**src/rtl/id_ex_stage_reg.sv**
```systemverilog
// ID/EX pipeline register as an elastic stage: valid/ready on both sides,
// a main entry that drives execute plus one skid entry, flush-to-bubble and a stall counter.
module id_ex_stage_reg #(
   parameter int DATA_W = 32,
   parameter int REG_W  = 5,
   parameter int WB_W   = 2,
   parameter int M_W    = 3,
   parameter int EX_W   = 4,
   parameter int CNT_W  = 16
) (
   input  logic              clk,
   input  logic              rst,
   input  logic              flush,
   input  logic              in_valid,
   output logic              in_ready,
   input  logic [WB_W-1:0]   ctlwb_in,
   input  logic [M_W-1:0]    ctlm_in,
   input  logic [EX_W-1:0]   ctlex_in,
   input  logic [DATA_W-1:0] npc_in,
   input  logic [DATA_W-1:0] rdata1_in,
   input  logic [DATA_W-1:0] rdata2_in,
   input  logic [DATA_W-1:0] signext_in,
   input  logic [REG_W-1:0]  instr_2016_in,
   input  logic [REG_W-1:0]  instr_1511_in,
   output logic              out_valid,
   input  logic              out_ready,
   output logic [WB_W-1:0]   wb_ctlout,
   output logic [M_W-1:0]    m_ctlout,
   output logic              regdst,
   output logic [EX_W-3:0]   aluop,
   output logic              alusrc,
   output logic [DATA_W-1:0] npcout,
   output logic [DATA_W-1:0] rdata1out,
   output logic [DATA_W-1:0] rdata2out,
   output logic [DATA_W-1:0] s_extendout,
   output logic [REG_W-1:0]  instrout_2016,
   output logic [REG_W-1:0]  instrout_1511,
   output logic [CNT_W-1:0]  stall_cnt
);

   localparam int BEAT_W = WB_W + M_W + EX_W + 4*DATA_W + 2*REG_W;

   logic              main_valid;
   logic              skid_valid;
   logic [BEAT_W-1:0] in_beat;
   logic [BEAT_W-1:0] main_beat;
   logic [BEAT_W-1:0] skid_beat;
   logic [WB_W-1:0]   main_wb;
   logic [M_W-1:0]    main_m;
   logic [EX_W-1:0]   main_ex;
   logic              accept;
   logic              consume;

   assign in_beat = {ctlwb_in, ctlm_in, ctlex_in, npc_in, rdata1_in, rdata2_in,
                     signext_in, instr_2016_in, instr_1511_in};

   assign {main_wb, main_m, main_ex, npcout, rdata1out, rdata2out,
           s_extendout, instrout_2016, instrout_1511} = main_beat;

   // in_ready comes straight from the skid flag, so it never depends on out_ready.
   assign in_ready  = ~skid_valid;
   assign out_valid = main_valid;
   assign accept    = in_valid & in_ready;
   assign consume   = main_valid & out_ready;

   always_ff @(posedge clk or posedge rst) begin
      if (rst) begin
         main_valid <= 1'b0;
         skid_valid <= 1'b0;
         main_beat  <= '0;
         skid_beat  <= '0;
      end else if (flush) begin
         main_valid <= 1'b0;
         skid_valid <= 1'b0;
      end else if (!main_valid || consume) begin
         if (skid_valid) begin
            main_beat  <= skid_beat;
            main_valid <= 1'b1;
            skid_valid <= accept;
            if (accept)
               skid_beat <= in_beat;
         end else begin
            main_valid <= accept;
            if (accept)
               main_beat <= in_beat;
         end
      end else if (accept) begin
         skid_beat  <= in_beat;
         skid_valid <= 1'b1;
      end
   end

   // Counts every stalled edge, flush included; only reset clears it.
   always_ff @(posedge clk or posedge rst) begin
      if (rst)
         stall_cnt <= '0;
      else if (main_valid && !out_ready && (stall_cnt != {CNT_W{1'b1}}))
         stall_cnt <= stall_cnt + 1'b1;
   end

   // Bubbles must carry all-zero controls so execute and later stages do nothing.
   assign wb_ctlout = main_valid ? main_wb : '0;
   assign m_ctlout  = main_valid ? main_m : '0;
   assign regdst    = main_valid & main_ex[EX_W-1];
   assign aluop     = main_valid ? main_ex[EX_W-2:1] : '0;
   assign alusrc    = main_valid & main_ex[0];

endmodule

```
**config.mk**
```make
export PLATFORM = sky130hd
export DESIGN_NAME = id_ex_stage_reg
export DESIGN_NICKNAME = d
export VERILOG_FILES = /design/src/rtl/id_ex_stage_reg.sv
export SDC_FILE = /design/constraint.sdc
export NUM_CORES = 1
export LEC_CHECK = 0
export BUFFER_PORTS_ARGS = -buffer_cell sky130_fd_sc_hd__buf_2
export CAP_MARGIN = 20
export CELL_PAD_IN_SITES_DETAIL_PLACEMENT = 2
export CELL_PAD_IN_SITES_GLOBAL_PLACEMENT = 2
export CORE_AREA = 5 5 244 246
export CTS_BUF_LIST = sky130_fd_sc_hd__clkbuf_4
export CTS_CLUSTER_DIAMETER = 40
export DETAILED_ROUTE_END_ITERATION = 16
export DIE_AREA = 0 0 249 251
export GPL_TIMING_DRIVEN = 0
export PLACE_DENSITY = 0.64
export SLEW_MARGIN = 20
export SYNTH_ARGS = -nofsm -noshare
export SYNTH_HDL_FRONTEND = slang
export SYNTH_SLANG_ARGS = --single-unit
```
**constraint.sdc**
```tcl
create_clock -name clk -period 31 [get_ports clk]
set_input_delay 6.2 -clock clk [delete_from_list [all_inputs] [get_ports clk]]
set_output_delay 6.2 -clock clk [all_outputs]
set_load 0.01 [all_outputs]
```
==> reports/metrics.cfg, run 1 <==
[timing]
report.final.slew_viol_count = 0
rsz0062_at_grt = false
setup_viol = 0
max_slew_margin_pct = 33.0
hold_violations = 0
fin_crit_ps = 8610
tightestPinTransition_ps = 1010
fin_crit_sh_pct = 27.8
fmax_mhz = 116
fin_skew_ps = 66.7
final.setup.tns_ps = 0

[floorplan]
rows = 88
die_x_um = 249
start_util_pct = 24.7
io_pins = 317
die_area_mm2 = 0.0625
coreArea_mm2 = 0.0571
die_h_um = 251

[cts]
cts_tree = yes
root_buffer = clkbuf_4
cts.sinks = 312
cts_setup_buffers = 0
cts-buffers-inserted = 98
cts_hold_buf = 0
clk-insertion-delay-late_ps = 820
htree_levels = 3
cts_buffer_depth = 3
postCtsResizedCells = 0
path_clk_slew_ps = 60

[placement]
gpl.final_weighted_congestion = 0.755
placed_cells = 2266
post_dp_cell_area_mm2 = 0.0167
portBuffers = 316
dp_hpwl_um = 32000

[detailed_routing]
antenna_left = 0
wire_per_inst_um = 18.4
routed_via_density = 4.27
vias = 10411
first_pass_iters = 4
wirelength_um = 45000
drcViolationCount = 0
drt-initial-drc-count = 302

[power_and_ir_drop]
max-vdd-ir-drop_uv = 29.0
total_power_w = 0.00117
power.density_mw_per_mm2 = 65.1
p_leak_nw = 8.17

[synth]
synth_top_family_by_area = multiplexers
synth.area.top_cells = dfrtp_1 55%, mux2_1 11%, mux2i_1 10%, buf_4 7.3%, a21oi_1 5.4%
seq_area_frac_synth_pct = 55.4
ys_ff_latch = 312
synth_edf_count = 0
synth-compound-area-share_pct = 5.57
syn_nets = 1335
synth_area_mm2 = 0.0141
avgSynthCellArea_um2 = 11.9
synthSimpleGateAreaFrac_pct = 6.26
synth_async_sr_flop_share_pct = 100
synth.area.mux_share_pct = 22.3
ys_types = 33
yosys.area.top_type = dfrtp_1
syn_inst = 1182
yosys.area.top_type_share_pct = 55.4
synth_flop_cell = dfrtp_1
synth_xor_area_share_pct = 0.621
ys_warn_count = 0
synthAdderAreaFrac_pct = 0.0888

[finish]
layout_commonest_cell = buf_2
area_growth_pct = 27.2
final_cell_mix = 375 x buf_2, 312 x dfrtp_1, 159 x nor2_1, 151 x a21oi_1, 147 x mux2i_1
final_nets = 1754
final_util_pct = 31.4
stdcell_count = 2441
drive_gt1_share_pct = 41.4
final_area_mm2 = 0.0179

[worst_setup_path]
cp_slowest_cell = buf_2
crit_path_cell_trace = clkbuf_1, buf_2, buf_2, inv_1, buf_2
startpoint_type = flip-flop
worstSetupPathType = reg -> out
end_kind = output port
crit_arrival_ps = 2410
cp_common_cell = buf_2
crit_fanout = 11
cp.required_ps = 24800
critical-path-max-stage-delay_ps = 410

[hold_path]
hold_path.class = reg -> reg

[global_route]
grt-ovfl-total = 0
grt_max_degree = 96
grt_pass1_vias = 12227
track_usage_pct = 14.4
antenna_found_initial = 15
grt_pass1_wl_um = 71300

[job]
cap_violations = 0

[status]
status = completed

## power by group
| part | internal, W | switching, W | total [W] |
|---|---|---|---|
| clock | 0.000214 | 0.000187 | 0.000401 |
| combinational | 0.000120 | 0.000108 | 0.000228 |
| sequential | 0.000492 | 0.0000474 | 0.000539 |
| total | 0.000825 | 0.000343 | 0.00117 |
## registers in the layout (all words and copies together), names as in the netlist
register and count:
skid_beat 147, stall_cnt 16, skid_valid 1, main_beat 147, out_valid 1
## metal layers
| layer | share of wire, % | global-route usage [%] |
|---|---|---|
| met5 | 0.27 | 0 |
| met4 | 2.2 | 5.23 |
| met1 | 41 | 16.9 |
| met3 | 6.3 | 4.71 |
| met2 | 50 | 24.8 |
## stage by stage
step	hold slack (ps)	setup slack (ps)
after floorplan	464	16170
after global placement	473	11610
after detailed placement	483	22830
after CTS	495	22230
after global routing	506	22190
final	490	22390
## synth_stat cells (5+ instances only)
master / n
and2_1: 9
nor2_1: 159
nand3_1: 7
nand2_1: 5
mux2i_1: 147
buf_2: 59
xor2_1: 6
clkbuf_1: 8
dfrtp_1: 312
buf_4: 138
mux2_1: 132
a21oi_1: 151
mux2_2: 17
## layout make-up
| type | instances | area [um2] |
|---|---|---|
| multi-input cells | 662 | 4920 |
| repair buffers | 319 | 1660 |
| well taps | 765 | 957 |
| fillers | 6274 | 39200 |
| inverters | 3 | 18.8 |
| clock buffers | 140 | 1050 |
| clock inverters | 26 | 138 |
| flip-flops and latches | 312 | 7810 |
| diodes | 9 | 22.5 |
| plain buffers | 205 | 1360 |
## worst max-delay path: cells and delay by family, from the launching register on
family,cells,cell delay (ps)
flops,1,330
buf+inv,5,1240
## cells by family (layout without fill, tap and decap cells)
family,Yosys count,in the layout
flip-flops,312,312
multiplexers,296,296
buffers and inverters,208,693
AND/OR/NAND/NOR,199,199
AO/OA/AOI/OAI,156,156
XOR/XNOR,10,10
adder cells (fa/ha/maj),1,1
other,0,9
## worst paths after layout
check                      slack, ps                       start  cells past startpoint                         end
setup / recovery               22390      skid_valid$_DFFE_PP0P_                      5                    in_ready
hold / removal                   490  skid_beat[135]$_DFFE_PP0P_                      1  skid_beat[135]$_DFFE_PP0P_
setup reg to reg               28580      skid_valid$_DFFE_PP0P_                      5   main_beat[81]$_DFFE_PP0P_
hold reg to reg                  490  skid_beat[135]$_DFFE_PP0P_                      1  skid_beat[135]$_DFFE_PP0P_
max in group asynchronous      24260                         rst                      4  main_beat[108]$_DFFE_PP0P_
min in group asynchronous       5440                         rst                      2   main_beat[24]$_DFFE_PP0P_
No activity file was read; power rests on OpenSTA's default activity.
==> inputs of run 2 (changes only) <==
==> constraint.sdc (replaced) <==
create_clock -name clk -period 8.1 [get_ports clk]
set_input_delay 1.62 -clock clk [delete_from_list [all_inputs] [get_ports clk]]
set_output_delay 1.62 -clock clk [all_outputs]
set_load 0.01 [all_outputs]
==> run 2 against run 1 <==
Compared with the run above:
- sequential power rose to 3.8 times the previous value
- global-route usage down 0.10 points
- design area up 0.76%
- critical path depth unchanged
- core utilization up 0.24 points
- clock power rose to 3.9 times the previous value
- clock-buffer cell count up 1
- critical path type unchanged
- critical endpoint unchanged
- routed wire length up 0.60%
==> reports/metrics.cfg, run 2 (same netlist as run 1, synthesis figures left out) <==
[cts]
root_buffer = clkbuf_4  ; unchanged
postCtsResizedCells = 0  ; unchanged
clk-insertion-delay-late_ps = 790  ; was 820 ps
htree_levels = 3  ; unchanged
cts-buffers-inserted = 97  ; was 98
cts_tree = yes  ; unchanged
cts_hold_buf = 0  ; unchanged
cts_setup_buffers = 0  ; unchanged
cts.sinks = 312  ; unchanged
path_clk_slew_ps = 60  ; about the same
cts_buffer_depth = 3  ; unchanged

[detailed_routing]
antenna_left = 0  ; unchanged
drt-initial-drc-count = 208  ; was 302
vias = 10445  ; was 10411
drcViolationCount = 0  ; unchanged
wire_per_inst_um = 18.5  ; was 18.4 um
wirelength_um = 45300  ; was 45000 um
first_pass_iters = 4  ; unchanged
routed_via_density = 4.28  ; was 4.27

[floorplan]
die_h_um = 251  ; unchanged
rows = 88  ; unchanged
start_util_pct = 24.7  ; unchanged
coreArea_mm2 = 0.0571  ; unchanged
die_area_mm2 = 0.0625  ; unchanged
io_pins = 317  ; unchanged
die_x_um = 249  ; unchanged

[finish]
largestRegisters = main_beat (147), skid_beat (147), stall_cnt (16)  ; unchanged
final_area_mm2 = 0.0181  ; was 0.0179 mm2
final_cell_mix = 375 x buf_2, 312 x dfrtp_1, 159 x nor2_1, 151 x a21oi_1, 147 x mux2i_1  ; unchanged
drive_gt1_share_pct = 41.6  ; was 41.4%
area_growth_pct = 28.2  ; was 27.2%
layout_commonest_cell = buf_2  ; unchanged
final_nets = 1761  ; was 1754

[worst_setup_path]
cp_slowest_cell = buf_2  ; unchanged
startpoint_type = flip-flop  ; unchanged
cp_common_cell = buf_2  ; unchanged
crit_cells = 5  ; unchanged
rr_endpoint = main_beat[91]$_DFFE_PP0P_  ; was main_beat[81]$_DFFE_PP0P_
end_kind = output port  ; unchanged
cp.required_ps = 6480  ; was 24800 ps
rr_startpoint = skid_valid$_DFFE_PP0P_  ; unchanged
crit_path_cell_trace = clkbuf_1, buf_2, buf_2, inv_1, buf_2  ; unchanged
crit_end = in_ready  ; unchanged
rr_worst_depth = 5  ; unchanged
critical_path.startpoint = skid_valid$_DFFE_PP0P_  ; unchanged
path_buf_inv = 5  ; unchanged
critical-path-max-stage-delay_ps = 390  ; was 410 ps
cp_top_family = buffers and inverters  ; unchanged
regToRegSetupSlack_ps = 5760  ; was 28580 ps
worstSetupPathType = reg -> out  ; unchanged
crit_arrival_ps = 2320  ; was 2410 ps
crit_fanout = 10  ; was 11

[timing]
whs_ps = 490  ; about the same
tightestPinTransition_ps = 1010  ; about the same
hold_violations = 0  ; unchanged
report.final.slew_viol_count = 0  ; unchanged
max_slew_margin_pct = 32.8  ; was 33.0%
rsz0062_at_grt = false  ; unchanged
setup_viol = 0  ; unchanged
fin_crit_ps = 3940
fin_crit_sh_pct = 48.7
fmax_mhz = 254
fin_skew_ps = 54.5  ; was 66.7 ps

[global_route]
antenna_found_initial = 13  ; was 15
grt_pass1_wl_um = 70400  ; was 71300 um
grt_max_degree = 33  ; was 96
grt-ovfl-total = 0  ; unchanged
grt_pass1_vias = 12036  ; was 12227
track_usage_pct = 14.3  ; was 14.4%

[job]
cap_violations = 0  ; unchanged

[hold_path]
hold_path.class = reg -> reg  ; unchanged

[status]
status = completed  ; unchanged

[power_and_ir_drop]
max-vdd-ir-drop_uv = 107  ; was 29.0 uV
power.density_mw_per_mm2 = 249  ; was 65.1 mW/mm2
p_leak_nw = 8.23  ; was 8.17 nW

[placement]
gpl.final_weighted_congestion = 0.734  ; was 0.755
dp_hpwl_um = 33100  ; was 32000 um
portBuffers = 316  ; unchanged
post_dp_cell_area_mm2 = 0.0169  ; was 0.0167 mm2

-- run 2: per-layer routing --
metal  share of wire (%)  global-route usage (%)
met4                 2.1                    5.08
met2                  51                    24.9
met3                 6.4                    4.76
met1                  40                    16.5
met5                0.17                       0
-- run 2: worst reg2reg max path, cell delays in order (launching register included) --
cell and delay, ps:
dfrtp_1 320, clkbuf_1 210, clkbuf_1 780, buf_2 530
mux2i_1 250, a21oi_1 100
-- run 2: worst min path at each step --
stage | slack (ps) | endpoint | start | cells past startpoint
floorplan | 460 | skid_beat[0]$_DFFE_PP0P_ | skid_beat[0]$_DFFE_PP0P_ | 1
global placement | 470 | skid_beat[36]$_DFFE_PP0P_ | skid_beat[36]$_DFFE_PP0P_ | 1
detailed placement | 480 | skid_beat[35]$_DFFE_PP0P_ | skid_beat[35]$_DFFE_PP0P_ | 1
CTS | 500 | skid_beat[95]$_DFFE_PP0P_ | skid_beat[95]$_DFFE_PP0P_ | 1
global route | 510 | skid_beat[134]$_DFFE_PP0P_ | skid_beat[134]$_DFFE_PP0P_ | 1
finish | 490 | skid_beat[123]$_DFFE_PP0P_ | skid_beat[123]$_DFFE_PP0P_ | 1
-- run 2: where the power goes --
part / switching [W] / internal, W
logic: 0.000415 / 0.000465
clock network: 0.000711 / 0.000847
registers: 0.000181 / 0.00188
-- run 2: metrics by stage --
stage	power, W	std cells	setup WS (ps)	setup TNS, ps	util, %
6_report	0.00450	2441	4160	0	31.6
5_1_grt	0.00483	2437	3940	0	31.6
4_1_cts	0.00464	2435	3970	0	31.6
3_5_place_dp	0.00300	2274	4440	0	29.5
3_3_place_gp	0.00294	2263	-108	-21600	29.1
2_1_floorplan	0.00262	1182	2330	0	-
-- run 2: area by class of cell --
type | count | area, um2
antenna | 6 | 15.0
timing repair buffer | 327 | 1810
tap | 765 | 957
buffer | 205 | 1360
multi-input combinational | 662 | 4920
clock inverter | 20 | 133
inverter | 3 | 15.0
sequential | 312 | 7810
clock buffer | 141 | 1060
fill | 6235 | 39100
==> inputs of run 3 (changes only) <==
==> constraint.sdc (replaced) <==
create_clock -name clk -period 4.1 [get_ports clk]
set_input_delay 0.82 -clock clk [delete_from_list [all_inputs] [get_ports clk]]
set_output_delay 0.82 -clock clk [all_outputs]
set_load 0.01 [all_outputs]
==> run 3 against run 2 <==
Compared with the run above:
- setup slack lost 3200 ps
- worst hold slack lost 260 ps
- critical path depth is the same
- first-iteration DRC count grew 11%
- largest cell class unchanged
==> reports/metrics.cfg, run 3 (same netlist as run 1, synthesis figures left out) <==
[timing]
fin_skew_ps = 54.5  ; about the same
fin_crit_sh_pct = 76.6
fin_crit_ps = 3140
hold_violations = 0  ; unchanged
fmax_mhz = 318
max_slew_margin_pct = 34.8  ; was 32.8%
tightestPinTransition_ps = 977  ; was 1010 ps
setup_viol = 0  ; unchanged
rsz0062_at_grt = false  ; unchanged
report.final.slew_viol_count = 0  ; unchanged
finalWorstSetupSlack_ps = 959  ; was 4160 ps

[detailed_routing]
drcViolationCount = 0  ; unchanged
first_pass_iters = 4  ; unchanged
vias = 10456  ; was 10445
drt-initial-drc-count = 230  ; was 208
routed_via_density = 4.28  ; about the same
wirelength_um = 45300  ; about the same
wire_per_inst_um = 18.5  ; about the same
antenna_left = 0  ; unchanged

[cts]
cts.sinks = 312  ; unchanged
path_clk_slew_ps = 60  ; about the same
cts_tree = yes  ; unchanged
cts_buffer_depth = 3  ; unchanged
cts_setup_buffers = 0  ; unchanged
htree_levels = 3  ; unchanged
cts-buffers-inserted = 97  ; unchanged
clk-insertion-delay-late_ps = 790  ; about the same
root_buffer = clkbuf_4  ; unchanged

[floorplan]
die_x_um = 249  ; unchanged
start_util_pct = 24.7  ; unchanged
io_pins = 317  ; unchanged
die_h_um = 251  ; unchanged
rows = 88  ; unchanged
die_area_mm2 = 0.0625  ; unchanged
coreArea_mm2 = 0.0571  ; unchanged

[power_and_ir_drop]
p_leak_nw = 8.24  ; was 8.23 nW
power.density_mw_per_mm2 = 492  ; was 249 mW/mm2
max-vdd-ir-drop_uv = 212  ; was 107 uV
total_power_w = 0.00889  ; was 0.00450 W

[worst_setup_path]
startpoint_type = flip-flop  ; unchanged
end_kind = output port  ; unchanged
cp.required_ps = 3280  ; was 6480 ps
worstSetupPathType = reg -> out  ; unchanged
crit_fanout = 10  ; unchanged
crit_arrival_ps = 2320  ; about the same

[placement]
gpl.final_weighted_congestion = 0.734  ; unchanged
dpl_worst_slack_ps = 1240  ; was 4440 ps
dp_hpwl_um = 33100  ; unchanged
portBuffers = 316  ; unchanged

[finish]
final_util_pct = 31.6  ; about the same
drive_gt1_share_pct = 41.5  ; was 41.6%
largestRegisters = main_beat (147), skid_beat (147), stall_cnt (16)  ; unchanged
layout_commonest_cell = buf_2  ; unchanged
final_nets = 1762  ; was 1761
final_cell_mix = 375 x buf_2, 312 x dfrtp_1, 159 x nor2_1, 151 x a21oi_1, 147 x mux2i_1  ; unchanged
area_growth_pct = 28.3  ; was 28.2%

[job]
cap_violations = 0  ; unchanged

[global_route]
antenna_found_initial = 13  ; unchanged
grt_max_degree = 33  ; unchanged
track_usage_pct = 14.3  ; about the same
grt_pass1_vias = 12045  ; was 12036
grt_pass1_wl_um = 70500  ; was 70400 um
grt-ovfl-total = 0  ; unchanged

[status]
status = completed  ; unchanged

[hold_path]
hold_path.class = in -> reg  ; was reg -> reg

## run 3: worst max-delay path, cell delays in order, from the launching register on
cell,delay (ps)
dfrtp_1,320
clkbuf_1,210
buf_2,390
buf_2,390
inv_1,70
buf_2,140
## run 3: cell type report
cell class,instances,area (um2)
Clock inverter,20,133
Tap cell,765,957
Sequential cell,312,7810
Timing Repair Buffer,328,1820
Clock buffer,141,1060
Multi-Input combinational cell,662,4920
Inverter,3,15.0
Fill cell,6234,39100
Antenna cell,6,15.0
Buffer,205,1360
## run 3: where the power goes
part           total (W)  internal (W)  switching [W]
clock network    0.00308       0.00167        0.00140
registers        0.00408       0.00372       0.000358
logic            0.00174      0.000920       0.000820
## run 3: timing repair
| item | 4_1_cts | 5_1_grt |
|---|---|---|
| endpoints found under the hold margin | 10 | 0 |
| resized for setup | 0 | 0 |
| hold buffers | 1 | 0 |
## run 3: final timing paths
kind                                                    to                       start  cells past startpoint  slack [ps]
worst min-delay path                 out_valid$_DFFE_PP0P_                       flush                      2         230
worst max register to register   main_beat[91]$_DFFE_PP0P_      skid_valid$_DFFE_PP0P_                      5        1790
max in group asynchronous         stall_cnt[9]$_DFFE_PP0P_                         rst                      7        2390
worst min register to register  skid_beat[125]$_DFFE_PP0P_  skid_beat[125]$_DFFE_PP0P_                      1         490
min in group asynchronous        main_beat[24]$_DFFE_PP0P_                         rst                      3         590
worst max-delay path                              in_ready      skid_valid$_DFFE_PP0P_                      5         960
## run 3: stage by stage
| stage | hold WS, ps | std cells | setup TNS [ps] | instance area, um2 |
|---|---|---|---|---|
| final | 229 | 2442 | 0 | 18100 |
| after floorplan | 464 | 1182 | -272970 | 14100 |
| after global routing | 146 | 2438 | 0 | 18100 |
| after global placement | 473 | 2263 | -1020000 | 16600 |
| after detailed placement | 483 | 2274 | 0 | 16900 |
| after CTS | 93.4 | 2436 | 0 | 18100 |
## run 3: layer usage
layer	wire (um)	track usage, %	part of all wire (%)	up-vias
met5	77	0	0.17	-
met4	969	5.08	2.1	12
met3	2910	4.76	6.4	84
met2	23000	25.0	51	257
met1	18400	16.5	41	5287
li1	-	-	-	4816
